$ cat config.mk
export PLATFORM = sky130hd
export DESIGN_NAME = hvac_actuator_seq_flat
export DESIGN_NICKNAME = d
export VERILOG_FILES = /design/src/rtl/hvac_actuator_seq_pkg.sv /design/src/rtl/hvac_actuator_seq_if.sv /design/src/rtl/hvac_actuator_seq_dwell_timer.sv /design/src/rtl/hvac_actuator_seq.sv /design/src/flat_wrapper.sv
export SDC_FILE = /design/constraint.sdc
export NUM_CORES = 1
export LEC_CHECK = 0
export ABC_CLOCK_PERIOD_IN_PS = 2800
export BUFFER_PORTS_ARGS = -buffer_cell sky130_fd_sc_hd__buf_2
export CAP_MARGIN = 30
export CORE_MARGIN = 2
export CORE_UTILIZATION = 44
export CTS_CLUSTER_SIZE = 14
export DETAILED_ROUTE_END_ITERATION = 12
export GPL_ROUTABILITY_DRIVEN = 0
export REMOVE_ABC_BUFFERS = 1
export SLEW_MARGIN = 20
export SYNTH_ARGS = -nofsm -noshare
export SYNTH_HDL_FRONTEND = slang
export SYNTH_SLANG_ARGS = --single-unit
$ cat constraint.sdc
create_clock -name clk -period 2.8 [get_ports clk]
set_input_delay 0.14 -clock clk [delete_from_list [all_inputs] [get_ports clk]]
set_output_delay 0.14 -clock clk [all_outputs]
set_load 0.05 [all_outputs]
$ cat src/rtl/hvac_actuator_seq_pkg.sv
// Shared types and default timing values for the HVAC actuator sequencer.
// The state encoding is visible on the state port, so the values are fixed.
package hvac_pkg;

  typedef enum logic [2:0] {
    ST_IDLE    = 3'd0,
    ST_HEAT    = 3'd1,
    ST_COOL    = 3'd2,
    ST_RUNON   = 3'd3,
    ST_LOCKOUT = 3'd4
  } state_t;

  localparam int unsigned DEF_MIN_ON  = 8;
  localparam int unsigned DEF_RUNON   = 4;
  localparam int unsigned DEF_MIN_OFF = 6;
  localparam int unsigned DEF_TW      = 8;

  typedef struct packed {
    logic heater_on;
    logic compressor_on;
    logic fan_on;
  } drive_t;

  // Moore decode of the actuator drives; unknown encodings drive nothing.
  function automatic drive_t decode_drive(input state_t s);
    drive_t d;
    d = '0;
    case (s)
      ST_HEAT:  begin d.heater_on     = 1'b1; d.fan_on = 1'b1; end
      ST_COOL:  begin d.compressor_on = 1'b1; d.fan_on = 1'b1; end
      ST_RUNON: d.fan_on = 1'b1;
      default:  d = '0;
    endcase
    return d;
  endfunction

endpackage

$ cat src/rtl/hvac_actuator_seq_if.sv
// Demand inputs and actuator/status outputs of the sequencer as one bundle.
// master = temperature monitor side, slave = the sequencer itself.
interface hvac_actuator_seq_if;
  logic       heat_req;
  logic       cool_req;
  logic       heater_on;
  logic       compressor_on;
  logic       fan_on;
  logic       conflict;
  logic [2:0] state;

  modport master (
    output heat_req, cool_req,
    input  heater_on, compressor_on, fan_on, conflict, state
  );

  modport slave (
    input  heat_req, cool_req,
    output heater_on, compressor_on, fan_on, conflict, state
  );
endinterface

$ cat src/rtl/hvac_actuator_seq_dwell_timer.sv
// Dwell counter: clears on clr, otherwise counts up and holds at limit-1.
// done flags that the hold value has been reached.
module hvac_dwell_timer #(
  parameter int unsigned TW = 8
) (
  input  logic          clk,
  input  logic          rst,
  input  logic          clr,
  input  logic [TW-1:0] limit,
  output logic          done
);

  localparam logic [TW-1:0] ONE = TW'(1);

  logic [TW-1:0] count;
  logic [TW-1:0] last;

  assign last = limit - ONE;
  assign done = (count == last);

  // NOTE: sequential state uses non-blocking assignments so every flop samples pre-edge values.
  always_ff @(posedge clk or posedge rst) begin
    if (rst) begin
      count <= '0;
    end else if (clr) begin
      count <= '0;
    end else if (count != last) begin
      count <= count + ONE;
    end
  end

endmodule

$ cat src/rtl/hvac_actuator_seq.sv
// HVAC actuator sequencer: minimum on-time, fan run-on and off lockout
// around heater/compressor demands, with registered Moore outputs.
module hvac_actuator_seq
  import hvac_pkg::*;
#(
  parameter int unsigned MIN_ON  = DEF_MIN_ON,
  parameter int unsigned RUNON   = DEF_RUNON,
  parameter int unsigned MIN_OFF = DEF_MIN_OFF,
  parameter int unsigned TW      = DEF_TW
) (
  input  logic            clk,
  input  logic            rst,
  hvac_actuator_seq_if.slave bus
);

  localparam logic [TW-1:0] MIN_ON_T  = TW'(MIN_ON);
  localparam logic [TW-1:0] RUNON_T   = TW'(RUNON);
  localparam logic [TW-1:0] MIN_OFF_T = TW'(MIN_OFF);
  localparam logic [TW-1:0] IDLE_T    = TW'(1);

  state_t        state_q;
  state_t        next_state;
  logic [TW-1:0] limit;
  logic          timer_clr;
  logic          timer_done;
  logic          conflict_d;
  drive_t        drive_q;
  logic          conflict_q;
  logic          heat;
  logic          cool;

  assign heat = bus.heat_req;
  assign cool = bus.cool_req;

  hvac_dwell_timer #(.TW(TW)) u_timer (
    .clk   (clk),
    .rst   (rst),
    .clr   (timer_clr),
    .limit (limit),
    .done  (timer_done)
  );

  // NOTE: every always_comb output gets a default first so no path infers a latch.
  always_comb begin
    next_state = ST_IDLE;
    limit      = IDLE_T;
    conflict_d = 1'b0;
    case (state_q)
      ST_IDLE: begin
        if (heat && !cool)      next_state = ST_HEAT;
        else if (cool && !heat) next_state = ST_COOL;
        else begin
          next_state = ST_IDLE;
          conflict_d = heat && cool;
        end
      end
      ST_HEAT: begin
        limit      = MIN_ON_T;
        next_state = (timer_done && (!heat || cool)) ? ST_RUNON : ST_HEAT;
      end
      ST_COOL: begin
        limit      = MIN_ON_T;
        next_state = (timer_done && (!cool || heat)) ? ST_RUNON : ST_COOL;
      end
      ST_RUNON: begin
        limit      = RUNON_T;
        next_state = timer_done ? ST_LOCKOUT : ST_RUNON;
      end
      ST_LOCKOUT: begin
        limit      = MIN_OFF_T;
        next_state = timer_done ? ST_IDLE : ST_LOCKOUT;
      end
      default: next_state = ST_IDLE;
    endcase
  end

  assign timer_clr = (next_state != state_q);

  // Outputs are decoded from next_state so the flops line up with state_q.
  always_ff @(posedge clk or posedge rst) begin
    if (rst) begin
      state_q    <= ST_IDLE;
      drive_q    <= '0;
      conflict_q <= 1'b0;
    end else begin
      state_q    <= next_state;
      drive_q    <= decode_drive(next_state);
      conflict_q <= conflict_d;
    end
  end

  assign bus.heater_on     = drive_q.heater_on;
  assign bus.compressor_on = drive_q.compressor_on;
  assign bus.fan_on        = drive_q.fan_on;
  assign bus.conflict      = conflict_q;
  assign bus.state         = state_q;

endmodule

$ cat src/flat_wrapper.sv
// flat-port wrapper written by rule: the top's interface ports become plain ports
module hvac_actuator_seq_flat import hvac_pkg::*;
#(
  parameter int unsigned MIN_ON  = DEF_MIN_ON,
  parameter int unsigned RUNON   = DEF_RUNON,
  parameter int unsigned MIN_OFF = DEF_MIN_OFF,
  parameter int unsigned TW      = DEF_TW
)
  (clk, rst, bus_heat_req, bus_cool_req, bus_heater_on, bus_compressor_on, bus_fan_on, bus_conflict, bus_state);
  hvac_actuator_seq_if bus_i ();
  input  logic clk;
  input  logic rst;
  input wire logic [$bits(bus_i.heat_req)-1:0] bus_heat_req;
  input wire logic [$bits(bus_i.cool_req)-1:0] bus_cool_req;
  output wire logic [$bits(bus_i.heater_on)-1:0] bus_heater_on;
  output wire logic [$bits(bus_i.compressor_on)-1:0] bus_compressor_on;
  output wire logic [$bits(bus_i.fan_on)-1:0] bus_fan_on;
  output wire logic [$bits(bus_i.conflict)-1:0] bus_conflict;
  output wire logic [$bits(bus_i.state)-1:0] bus_state;
  assign bus_i.heat_req = bus_heat_req;
  assign bus_i.cool_req = bus_cool_req;
  assign bus_heater_on = bus_i.heater_on;
  assign bus_compressor_on = bus_i.compressor_on;
  assign bus_fan_on = bus_i.fan_on;
  assign bus_conflict = bus_i.conflict;
  assign bus_state = bus_i.state;
  hvac_actuator_seq #(.MIN_ON(MIN_ON), .RUNON(RUNON), .MIN_OFF(MIN_OFF), .TW(TW)) u_core (.clk(clk), .rst(rst), .bus(bus_i));
endmodule
Word-level counts from Yosys, hierarchy flattened
Index checks and enable logic that the tools add are counted.
{"block": "totals", "reg_bits": 15, "output_inout_bits": 7, "word_cells": 47}
{"block": "classes", "n_addsub": 2, "n_eq_ne": 10, "n_reduce_logical": 13, "n_mux": 16}
{"op": "$mux W8", "count": 2}
{"op": "$pmux W3 S5", "count": 1}
{"op": "$eq A3 B2 Y1 const B", "count": 4}
{"op": "$pmux W4 S3", "count": 1}
{"op": "$mux W3", "count": 3}
{"op": "$add A8 B1 Y8 const B", "count": 1}
{"op": "$eq A8 B8 Y1", "count": 1}
{"op": "$ne A8 B8 Y1", "count": 1}
{"op": "$mux W1", "count": 7}
{"op": "$eq A3 B1 Y1 const B", "count": 2}
{"op": "$logic_and A1 B1 Y1", "count": 5}
{"op": "$sub A4 B1 Y5 const B", "count": 1}
{"op": "$mux W2", "count": 2}
{"op": "$eq A3 B3 Y1 const B", "count": 1}
{"op": "$logic_not A3 Y1", "count": 1}
{"op": "$ne A3 B3 Y1", "count": 1}
{"op": "$reduce_or A3 Y1", "count": 1}
{"op": "$logic_not A1 Y1", "count": 2}
{"op": "$logic_or A1 B1 Y1", "count": 2}
{"op": "$reduce_bool A2 Y1", "count": 1}
{"op": "$reduce_or A2 Y1", "count": 1}

Logic depth before layout (Yosys ltp)
{"block": "logic_depth", "depth_word": 11, "depth_mapped": 6, "ltp_nobuf": 5}

Cells and area by module
A second synthesis with hierarchy kept.
{"block": "hier_totals", "cells_unflattened": 123, "hier_area_um2": 1104.8}
{"mod": "hvac_dwell_timer", "instances": 1, "seq_area_each_um2": 200.2, "cells_each": 76, "area_each_um2": 650.6}
{"mod": "hvac_actuator_seq", "instances": 1, "seq_area_each_um2": 175.2, "cells_each": 47, "area_each_um2": 454.2}

Least setup slack after synthesis
OpenSTA, ideal clock, no wires.
{"block": "synth_timing", "path_type": "register to register", "startpoint": "register u_core.state_q[2] (netlist: u_core.bus.state[2])", "endpoint": "register u_core.state_q[2] (netlist: u_core.bus.state[2])", "path_stages_with_launch": 7, "path_slack_ns": 0.834, "path_buffers": 1, "setup_time_ns": 0.079, "arrival_time_ns": 1.886, "required_ns": 2.721, "period_less_slack_ns": 1.966, "path_cell_list": "dfrtp_1 buf_6 xor2_1 nor4_1 o31ai_4 nor2_2 mux2i_1"}
{"block": "synth_between", "elab_chain_cells": 7, "word_cells_on_any_way": 12, "classes_between": "add/sub: 1; eq/ne: 5; mux: 4; reduce/logical: 2"}
{"item": "from (decl)", "line_no": "hvac_actuator_seq.sv:21", "text": "state_t state_q;"}
{"item": "from (signal assigned)", "line_no": "hvac_actuator_seq.sv:86", "text": "state_q <= next_state;"}
{"item": "$eq A3 B1 Y1 or $eq A3 B2 Y1 (tied branches)", "line_no": "hvac_actuator_seq.sv:48", "text": "case (state_q)"}
{"item": "$reduce_or A2 Y1 (no source line)"}
{"item": "$pmux W4 S3", "line_no": "hvac_actuator_seq.sv:48"}
{"item": "$sub A4 B1 Y5", "line_no": "hvac_actuator_seq_dwell_timer.sv:18", "text": "assign last = limit - ONE;"}
{"item": "$eq A8 B8 Y1", "line_no": "hvac_actuator_seq_dwell_timer.sv:19", "text": "assign done = (count == last);"}
{"item": "$mux W3, on equally long branches", "line_no": "hvac_actuator_seq.sv:71, hvac_actuator_seq.sv:67"}
{"item": "$pmux W3 S5 (*)", "line_no": "hvac_actuator_seq.sv:48"}
{"item": "net u_core.next_state[2]", "line_no": "hvac_actuator_seq.sv:22", "text": "state_t next_state;"}
The timed path passes the listed nets; every way through them passes the cells marked *.
A chain may end at the register's enable or synchronous reset.

Final worst setup path
Ends and elaborated chain as after synthesis.

==> run metrics <==
Setup Fix Bufs, Post-CTS 0; register area share after synthesis 0.347; Ys Warns 0; most common cell after layout, fill and taps aside dfrtp_1; Worst R2R Path Depth 5; Clk pin slew, worst setup/hold paths 90 ps; multi-input combinational cell area 654 µm²; maximum VDD drop 0.000630 V; CP Launch Type flip-flop; Post-synth EDFFs 0; Synth Flop Type dfrtp_1; DRT Pass-1 Iters 4; CTS Buf Count 3; WP data arrival 2320 ps; H-tree depth 1; Max Clk Rate 473 MHz; fin worst setup slack 686 ps; clk_skew 4.91 ps; commonest cells after routing, fill and taps aside dfrtp_1 (15), buf_2 (10), a21oi_1 (8); r2r setup slk between 600 and 700 ps; Iteration-0 DRC Markers 19; Mapped Cells 111; slew margin rel. 0.561; Leak 0.463 nW; FFs w/ async S/R, synth 1.00; Worst Max-Slew Pin Slew 659 ps; first-pass GRT wire length slightly below 4000 µm; CTS tree done; clk_lat worst skew roughly 280 ps; hold_ws 184 ps; Resized Gates After CTS 0; GRT Overall Usage 0.191; HP Class in -> reg; syn avg cell area slightly below 10 µm²; Post-Layout Inst Area 1170 µm²; NumNets Final 127; Die Area 2870 µm²; placed cells 144; Power per Cell Area roughly 1300 nW/µm²; Final setup viols 0; area leader, netlist dfrtp_1; deepest clock path buffer count 2; fin cells 149; initial antenna violation count 0; crit path max fanout 20; Synth-to-Final Area Change 8.57%; DR DRC count 0; CTS Root Cell clkbuf_4; Slew Viols, Final 0; post-synth top area share 0.347; Register Area 375 µm²; Setup TNS Final 0 ps; RSZ-0062 raised after global routing false; top post-synthesis cells by area dfrtp_1 (35%), xor2_1 (4.1%), a21oi_1 (3.7%), nand3_1 (3.2%), xnor2_1 (3.2%); share of cells above drive strength 1 0.248; Yosys reg bits 15; core footprint 2280 µm²; maximum capacitance violations 0; Die X 53.6 µm; CTS Hold Buffers Added 1; fillers 217; hold_sp bus_heat_req; GR Overflow Total 0; DRT Wirelength 2330 µm; IO Count 11; Initial Utilization 0.475; synth unique cells 47; drt via density 5.87; Hold Fails Final Rpt 0; WP data required between 3000 and 4000 ps; status complete, no violations; Post-Place Cell Area around 1100 µm²; Routed WL per cell roughly 16 µm; reg2reg end u_core.bus.state[2]; synthesized cell area roughly 1100 µm²; largest net degree at the start of global routing 21; number of global-route vias before repair 793; sink of the worst hold path u_core.bus.conflict; I/O Buffers 10; Crit Reg-Reg Startpoint u_core.bus.state[2]; clk sink count 15; Final Cycle Share 0.755; hold-critical path depth 2; critical path start-end classification reg -> reg; DR vias 875; DRT antenna net count 0; Critical Path End Type flip-flop; row count 17; HPWL Detailed 1770 µm; minimum clock period ~2100 ps; ant diodes 0; Die Span Y about 54 µm; Placement Setup Slack about 720 ps
[logic make-up (layout without fill, tap and decap cells)]
logic type                 after synthesis  in the layout  share of synthesized area
muxes                                    1              1                    0.00926
adders and majority gates                1              1                     0.0116
DFF                                     15             15                      0.347
buffers and inverters                    9             19                     0.0474
AOI/OAI and AO/OA                       33             33                      0.252
xor gates and xnor gates                10             10                     0.0984
and+or+nand+nor                         42             42                      0.234
[worst max path at each step]
| stage | startpoint | end | slack, ps | cells past startpoint |
|---|---|---|---|---|
| 2_1_floorplan | u_core.bus.state[0] | u_core.bus.fan_on | 610 | 5 |
| 3_3_place_gp | u_core.bus.state[1] | u_core.bus.compressor_on | 730 | 5 |
| 3_5_place_dp | u_core.bus.state[2] | u_core.bus.state[2] | 720 | 5 |
| 4_1_cts | u_core.bus.state[2] | u_core.bus.state[2] | 700 | 5 |
| 5_1_grt | u_core.bus.state[2] | u_core.bus.state[2] | 500 | 5 |
| 6_report | u_core.bus.state[2] | u_core.bus.state[2] | 690 | 5 |
[metal layers]
metal	up-vias	global-route usage	share of wire
met3	4	0.0417	0.036
met5	-	0	0
met1	427	0.273	0.49
met2	17	0.292	0.46
met4	0	0.0513	0.011
li1	427	-	-
[registers in the layout (all words and copies together), names as in the netlist]
register	cells
u_core.u_timer.count	8
u_core.bus.state	3
u_core.bus.compressor_on	1
u_core.bus.conflict	1
u_core.bus.fan_on	1
u_core.bus.heater_on	1
[through the flow]
step,power (W),util
6_report,0.00154,0.516
5_1_grt,0.00166,0.516
4_1_cts,0.00154,0.516
3_5_place_dp,0.00141,0.500
3_3_place_gp,0.00140,0.500
2_1_floorplan,0.00119,-
[critical path: stages, from the launching register on]
cell,delay (ps)
dfrtp_1,780
xor2_1,130
nor4_1,460
o31ai_4,200
nor2_2,250
mux2i_1,220
[report_power, final]
group,internal (W),leakage (nW),switching (W)
Combinational,0.000381,0.254,0.000611
Clock,0.0000553,0.0150,0.0000702
Sequential,0.000284,0.194,0.000140
[Yosys cell counts (2+ instances only)]
cell type   n
a211oi_1    3
a21oi_1     8
a22oi_1     2
buf_2       2
buf_6       2
clkbuf_1    3
dfrtp_1    15
nand2_1     6
nand2b_1    4
nand3_1     7
nand3b_1    2
nor2_1      6
nor2b_1     3
nor3_1      2
o211ai_1    2
o21ai_0     4
o21ai_1     2
or3_1       2
xnor2_1     4
xor2_1      5
[cell type report]
| cell class | instances | area share |
|---|---|---|
| sequential | 15 | 0.320 |
| clock buffer | 4 | 0.0224 |
| timing repair buffer | 13 | 0.0640 |
| multi-input combinational | 87 | 0.558 |
| tap | 28 | 0.0299 |
| inverter | 2 | 0.00640 |
No activity file was read; power rests on OpenSTA's default activity.
